`src/rtl/turf_trig_source_arb.sv`:
```
// Trigger-source arbiter: merges NUM_SRC level sources into one trigger stream.
// Each source goes through rising-edge detection, an enable mask and a prescaler.
// An accepted trigger is held with valid/type until the buffer manager acks it.
// A programmable holdoff follows each ack. Accepted triggers are counted, and so
// are cycles whose qualified edges had to be discarded.
module turf_trig_source_arb #(
  parameter int NUM_SRC       = 4,
  parameter int PRESCALE_BITS = 8,
  parameter int HOLDOFF_BITS  = 8,
  parameter int LOST_BITS     = 16
) (
  input  logic                              clk250_i,
  input  logic                              rst_i,
  input  logic [NUM_SRC-1:0]                src_i,
  input  logic [NUM_SRC-1:0]                en_mask_i,
  input  logic [NUM_SRC*PRESCALE_BITS-1:0]  prescale_i,
  input  logic [HOLDOFF_BITS-1:0]           holdoff_i,
  input  logic                              disable_i,
  input  logic                              clr_i,
  output logic                              trig_valid_o,
  output logic [NUM_SRC-1:0]                trig_type_o,
  input  logic                              trig_ack_i,
  output logic [31:0]                       trig_count_o,
  output logic [LOST_BITS-1:0]              lost_cnt_o
);

  typedef enum logic [1:0] {IDLE, PEND, HOLD} state_t;

  // Source sample and edge history. Both reset to all ones so that a source
  // already high when reset is released does not look like a rising edge.
  logic [NUM_SRC-1:0] src_reg;
  logic [NUM_SRC-1:0] prev_reg;
  logic [NUM_SRC-1:0] edge_det;
  logic [NUM_SRC-1:0] hit;
  logic [NUM_SRC-1:0] qual;

  state_t                  state_reg, state_next;
  logic [HOLDOFF_BITS-1:0] hold_reg, hold_next;
  logic                    valid_reg, valid_next;
  logic [NUM_SRC-1:0]      type_reg, type_next;
  logic [31:0]             count_reg, count_next, count_base;
  logic [LOST_BITS-1:0]    lost_reg, lost_next, lost_base;

  // Register the source levels and keep one cycle of history for edge detection.
  always_ff @(posedge clk250_i or posedge rst_i) begin
    if (rst_i) begin
      src_reg  <= '1;
      prev_reg <= '1;
    end else begin
      src_reg  <= src_i;
      prev_reg <= src_reg;
    end
  end

  assign edge_det = src_reg & ~prev_reg;

  // One prescaler per source; it runs on every enabled edge regardless of the
  // arbiter state or the master disable, so the pass ratio is never disturbed.
  generate
    for (genvar gi = 0; gi < NUM_SRC; gi++) begin : g_prescale
      logic [PRESCALE_BITS-1:0] cnt_reg;
      logic [PRESCALE_BITS-1:0] limit;

      assign limit   = prescale_i[gi*PRESCALE_BITS +: PRESCALE_BITS];
      assign hit[gi] = edge_det[gi] && (cnt_reg == limit);

      // Count enabled edges; wrap to zero on a hit, clear has priority.
      always_ff @(posedge clk250_i or posedge rst_i) begin
        if (rst_i) begin
          cnt_reg <= '0;
        end else if (clr_i) begin
          cnt_reg <= '0;
        end else if (edge_det[gi] && en_mask_i[gi]) begin
          cnt_reg <= hit[gi] ? '0 : cnt_reg + PRESCALE_BITS'(1);
        end
      end
    end
  endgenerate

  assign qual = edge_det & en_mask_i & hit & {NUM_SRC{~disable_i}};

  // Arbiter state, holdoff counter, outputs and counters.
  always_ff @(posedge clk250_i or posedge rst_i) begin
    if (rst_i) begin
      state_reg <= IDLE;
      hold_reg  <= '0;
      valid_reg <= 1'b0;
      type_reg  <= '0;
      count_reg <= '0;
      lost_reg  <= '0;
    end else begin
      state_reg <= state_next;
      hold_reg  <= hold_next;
      valid_reg <= valid_next;
      type_reg  <= type_next;
      count_reg <= count_next;
      lost_reg  <= lost_next;
    end
  end

  // Next-state logic. A clear is applied to the counters before any increment
  // in the same cycle, so a clear coinciding with an accept leaves a count of 1.
  always_comb begin
    state_next = state_reg;
    hold_next  = hold_reg;
    valid_next = valid_reg;
    type_next  = type_reg;
    count_base = clr_i ? 32'd0 : count_reg;
    lost_base  = clr_i ? '0 : lost_reg;
    count_next = count_base;
    lost_next  = lost_base;

    case (state_reg)
      IDLE: begin
        if (|qual) begin
          valid_next = 1'b1;
          type_next  = qual;
          state_next = PEND;
          count_next = count_base + 32'd1;
        end
      end
      PEND: begin
        if (trig_ack_i) begin
          valid_next = 1'b0;
          type_next  = '0;
          hold_next  = holdoff_i;
          state_next = (holdoff_i == '0) ? IDLE : HOLD;
        end
      end
      HOLD: begin
        if (hold_reg <= HOLDOFF_BITS'(1)) begin
          state_next = IDLE;
        end else begin
          hold_next = hold_reg - HOLDOFF_BITS'(1);
        end
      end
      default: state_next = IDLE;
    endcase

    // Any qualified edge while busy is one lost cycle, however many bits fired.
    if ((state_reg != IDLE) && (|qual) && (lost_base != '1)) begin
      lost_next = lost_base + LOST_BITS'(1);
    end
  end

  assign trig_valid_o = valid_reg;
  assign trig_type_o  = type_reg;
  assign trig_count_o = count_reg;
  assign lost_cnt_o   = lost_reg;

endmodule

```
`config.mk`:
```
export PLATFORM = sky130hd
export DESIGN_NAME = turf_trig_source_arb
export DESIGN_NICKNAME = d
export VERILOG_FILES = /design/src/rtl/turf_trig_source_arb.sv
export SDC_FILE = /design/constraint.sdc
export NUM_CORES = 1
export LEC_CHECK = 0
export CORE_ASPECT_RATIO = 0.9
export CORE_UTILIZATION = 40
export CTS_CLUSTER_DIAMETER = 200
export DETAILED_ROUTE_END_ITERATION = 8
export SLEW_MARGIN = 20
export SYNTH_ARGS = -nofsm -noshare
export SYNTH_HDL_FRONTEND = slang
export SYNTH_SLANG_ARGS = --single-unit
```
`constraint.sdc`:
```
create_clock -name clk250_i -period 3.6 [get_ports clk250_i]
set_input_delay 0.54 -clock clk250_i [delete_from_list [all_inputs] [get_ports clk250_i]]
set_output_delay 0.54 -clock clk250_i [all_outputs]
set_load 0.005 [all_outputs]
```
==> results.md <==
- Top_reg_cell synth: dfrtp_1
- Max-slew headroom: 0.4574
- CTS tree: done
- Pin count of the biggest net entering global routing: 104
- Synth-to-Final Area Change: 27.82%
- Die X: 130.1 µm
- Synthesized instance count: 649
- Synth Area in XOR/XNOR: 0.06972
- Initial Util: 0.4155
- CP bufs+invs: 2
- Skew-Pair Late Insertion Delay: 0.35 ns
- Worst-path fanout max: 38
- Bufs on Longest Clock Path: 2
- Fin cells: 955
- Mean post-synth cell area: 9.098 µm²
- Design area: 7547 µm²
- Leak Pwr: 2.957 nW
- Share of power burned in registers: 0.461
- Slowest CP cell: nor4_1
- Fin worst setup slack: 0.7506 ns
- Mux cell area share after synthesis: 0.02416
- Crit path required time: 3.84 ns
- Core area: 14,210 µm²
- Setup CP Type: in2reg
- DR vias: 5,291
- Layout cells sized above 1: 0.08268
- Outcome: completed
- Hold Crit Class: reg2reg
- TNS Setup: 0 ns
- Placed cell count: 939
- Total of max-cap violations: 0
- NetSw: 834.0 µW
- Hpwl dp: 11,030 µm
- WP data arrival: 3.09 ns
- Routed Wire Length: 15,660 µm
- Placed cell area: 7249 µm²
- Tmin final: 2.849 ns
- GP Congestion: 0.8248
- H-tree depth: 3
- Top-area cell type share of the netlist area: 0.4026
- Total Routing Usage GR: 0.2188
- Worst slack, placed: 0.4040 ns
- Worst path cell trace: clkdlybuf4s50_1, xor2_1, nor4_1, and3_1, nor4_2, buf_12, nor4_1, mux2_2
- Total gr overflow: 0
- Via density: 5.540
- Startpoint Class: primary input
- Net Sw Frac: 0.2947
- Reg clk slew, reported paths: 0.07 ns
- Post-synthesis async set-or-reset flop share: 1.000
- Synth Register Bits: 103
- Synthesized net count: 710
- Chip Height: 117.3 µm
- Drt first pass iters: 5
- Logic pwr share: 0.182
- Ports: 106
- Nets: 818
- Synth warn: 0
- Clock power frac: 0.357
- Root buf cell: clkbuf_16
- Critical Path Sink Type: flop
- Unique cell type count in the Yosys netlist: 55
- Netlist Area Pre-Place: 5904 µm²
- P_int: 1.996 mW
- Synth area leaders: dfrtp_1, xnor2_1, nand2_1, a21oi_1, o21ai_0
- Crit path max-delay family: simple AND/OR/NAND/NOR gates
- Clock Sinks: 103
- Synth Area in Simple Gates: 0.2626
- Vias in the first global route: 5,186
- Register area share after synthesis: 0.4382
- Critical Path Max Stage Delay: 0.58 ns
- Drt drc: 0
- Post-Synth Adder-Cell Area: 0.01695
- Setup Buffers After CTS: 0
- DR WL/cell: 16.40 µm
- Die area: 15,250 µm²
- Final hold slack: 0.3709 ns
- Post-route ant nets: 0
- Clock buffer count from CTS: 9
- # rows: 41
- Initial DRC Count: 449
- RSZ-0062 raised after global routing: no
- Worst path most repeated cell: nor4_1
- Pins Over Slew Limit: 0
- Cells resized by post-CTS repair: 0
- # diodes: 0
- Port-buffer cells: 105
- First-pass GRT wire length: 25,920 µm
- Setup Skew: 0.009947 ns
- Pwr Density: 375.0 nW/µm²
- EDFF count, synth: 0
- Initial antenna violation count: 0
- Final setup fails: 0
- Maximum vdd drop: 234.9 µV
- Final Hold Vio Count: 0
- F_max: 0.3510 GHz
- Period Utilization, post-route: 0.7915
- Largest family of logic cells by synthesized area: simple AND/OR/NAND/NOR gates
- Leading area contributor after synthesis: dfrtp_1
- Hold_buf cts: 0
- Actual slew at the worst max-slew pin: 0.8123 ns
- Compound-gate portion of the synthesized area: 0.1600
cells in the mapped netlist, drive strengths merged (17+ instances only):
| master | instances |
|---|---|
| nand4 | 17 |
| inv | 20 |
| o31ai | 18 |
| nand2 | 68 |
| xor2 | 17 |
| nor2 | 46 |
| or4 | 19 |
| xnor2 | 30 |
| o21ai | 44 |
| nand3 | 32 |
| dfrtp | 95 |
| a21oi | 47 |
metal layers:
metal  vias to the layer above  wire length [µm]  GRT usage
li1                       2575                 -          -
met1                      2586              7673     0.3088
met2                       121              7150     0.3429
met3                         9               715    0.05136
met4                         0               124    0.04419
met5                         -                 0          0
placed cells by master (no fill, tap or decap), types with 5 or more instances in the layout:
master           Yosys  layout
clkdlybuf4s50_1      0     104
dfrtp_1             95      95
nand2_1             68      68
a21oi_1             47      47
nor2_1              46      46
o21ai_0             44      44
nand3_1             32      32
xnor2_1             30      30
inv_1               20      19
o31ai_1             18      18
or4_1               18      18
xor2_1              17      17
nand4_1             16      16
and3_1              16      16
nor3_1              14      14
nor2b_1             13      13
or3_1               13      13
buf_4                1      12
nand2b_1            10      10
a22o_1              10      10
and2_1               9       9
clkbuf_16            0       9
mux2_2               8       8
ha_1                 8       8
dfstp_2              8       8
o22ai_1              7       7
nor4_1               7       6
o41ai_1              5       5
nand3b_1             5       5
worst reg2reg max path: cells and delay by family (launching register included):
family | cells | cell delay, ns
xor+xnor | 1 | 0.17
buf+inv | 1 | 0.18
flops | 1 | 0.43
mux | 1 | 0.37
simple gates | 4 | 1.41
area by class of cell:
cell class / instances / area [µm²]
clock inverter: 6 / 58.81
clock buffer: 10 / 239.0
timing repair buffer: 119 / 1176
tap: 193 / 241.5
inverter: 20 / 77.57
fill: 1287 / 6663
sequential: 103 / 2587
multi-input combinational: 504 / 3167
stage by stage:
step	power (mW)	utilization
after floorplan	1.655	-
after global placement	1.818	0.5102
after detailed placement	1.838	0.5102
after CTS	2.858	0.5311
after global routing	2.980	0.5311
final	2.830	0.5311
cells by family (layout without fill, tap and decap cells):
logic type,Yosys count,after routing
muxes,13,13
xor gates and xnor gates,47,47
adders and majority gates,8,8
AOI/OAI and AO/OA,148,148
DFF,103,103
and+or+nand+nor,288,288
buffers and inverters,42,155
power groups by stage:
stage | Combinational (mW) | Clock, mW | Sequential, mW
final | 0.516 | 1.01 | 1.30
after CTS | 0.520 | 1.04 | 1.30
after floorplan | 0.361 | 0 | 1.29
after global routing | 0.581 | 1.08 | 1.32
after global placement | 0.498 | 0 | 1.32
after detailed placement | 0.514 | 0 | 1.32
worst paths after layout:
kind	depth (start not counted)	endpoint	startpoint	slack (ns)
min	0	prev_reg[2]	src_reg[2]	0.37
min reg2reg	0	prev_reg[2]	src_reg[2]	0.37
max in group asynchronous	3	lost_cnt_o[9]	rst_i	2.50
min in group asynchronous	3	g_prescale[3].cnt_reg[0]	rst_i	0.66
max	8	trig_count_o[18]	prescale_i[7]	0.75
max reg2reg	7	trig_count_o[18]	g_prescale[0].cnt_reg[2]	0.94
Power figures use the tool's default switching activity.
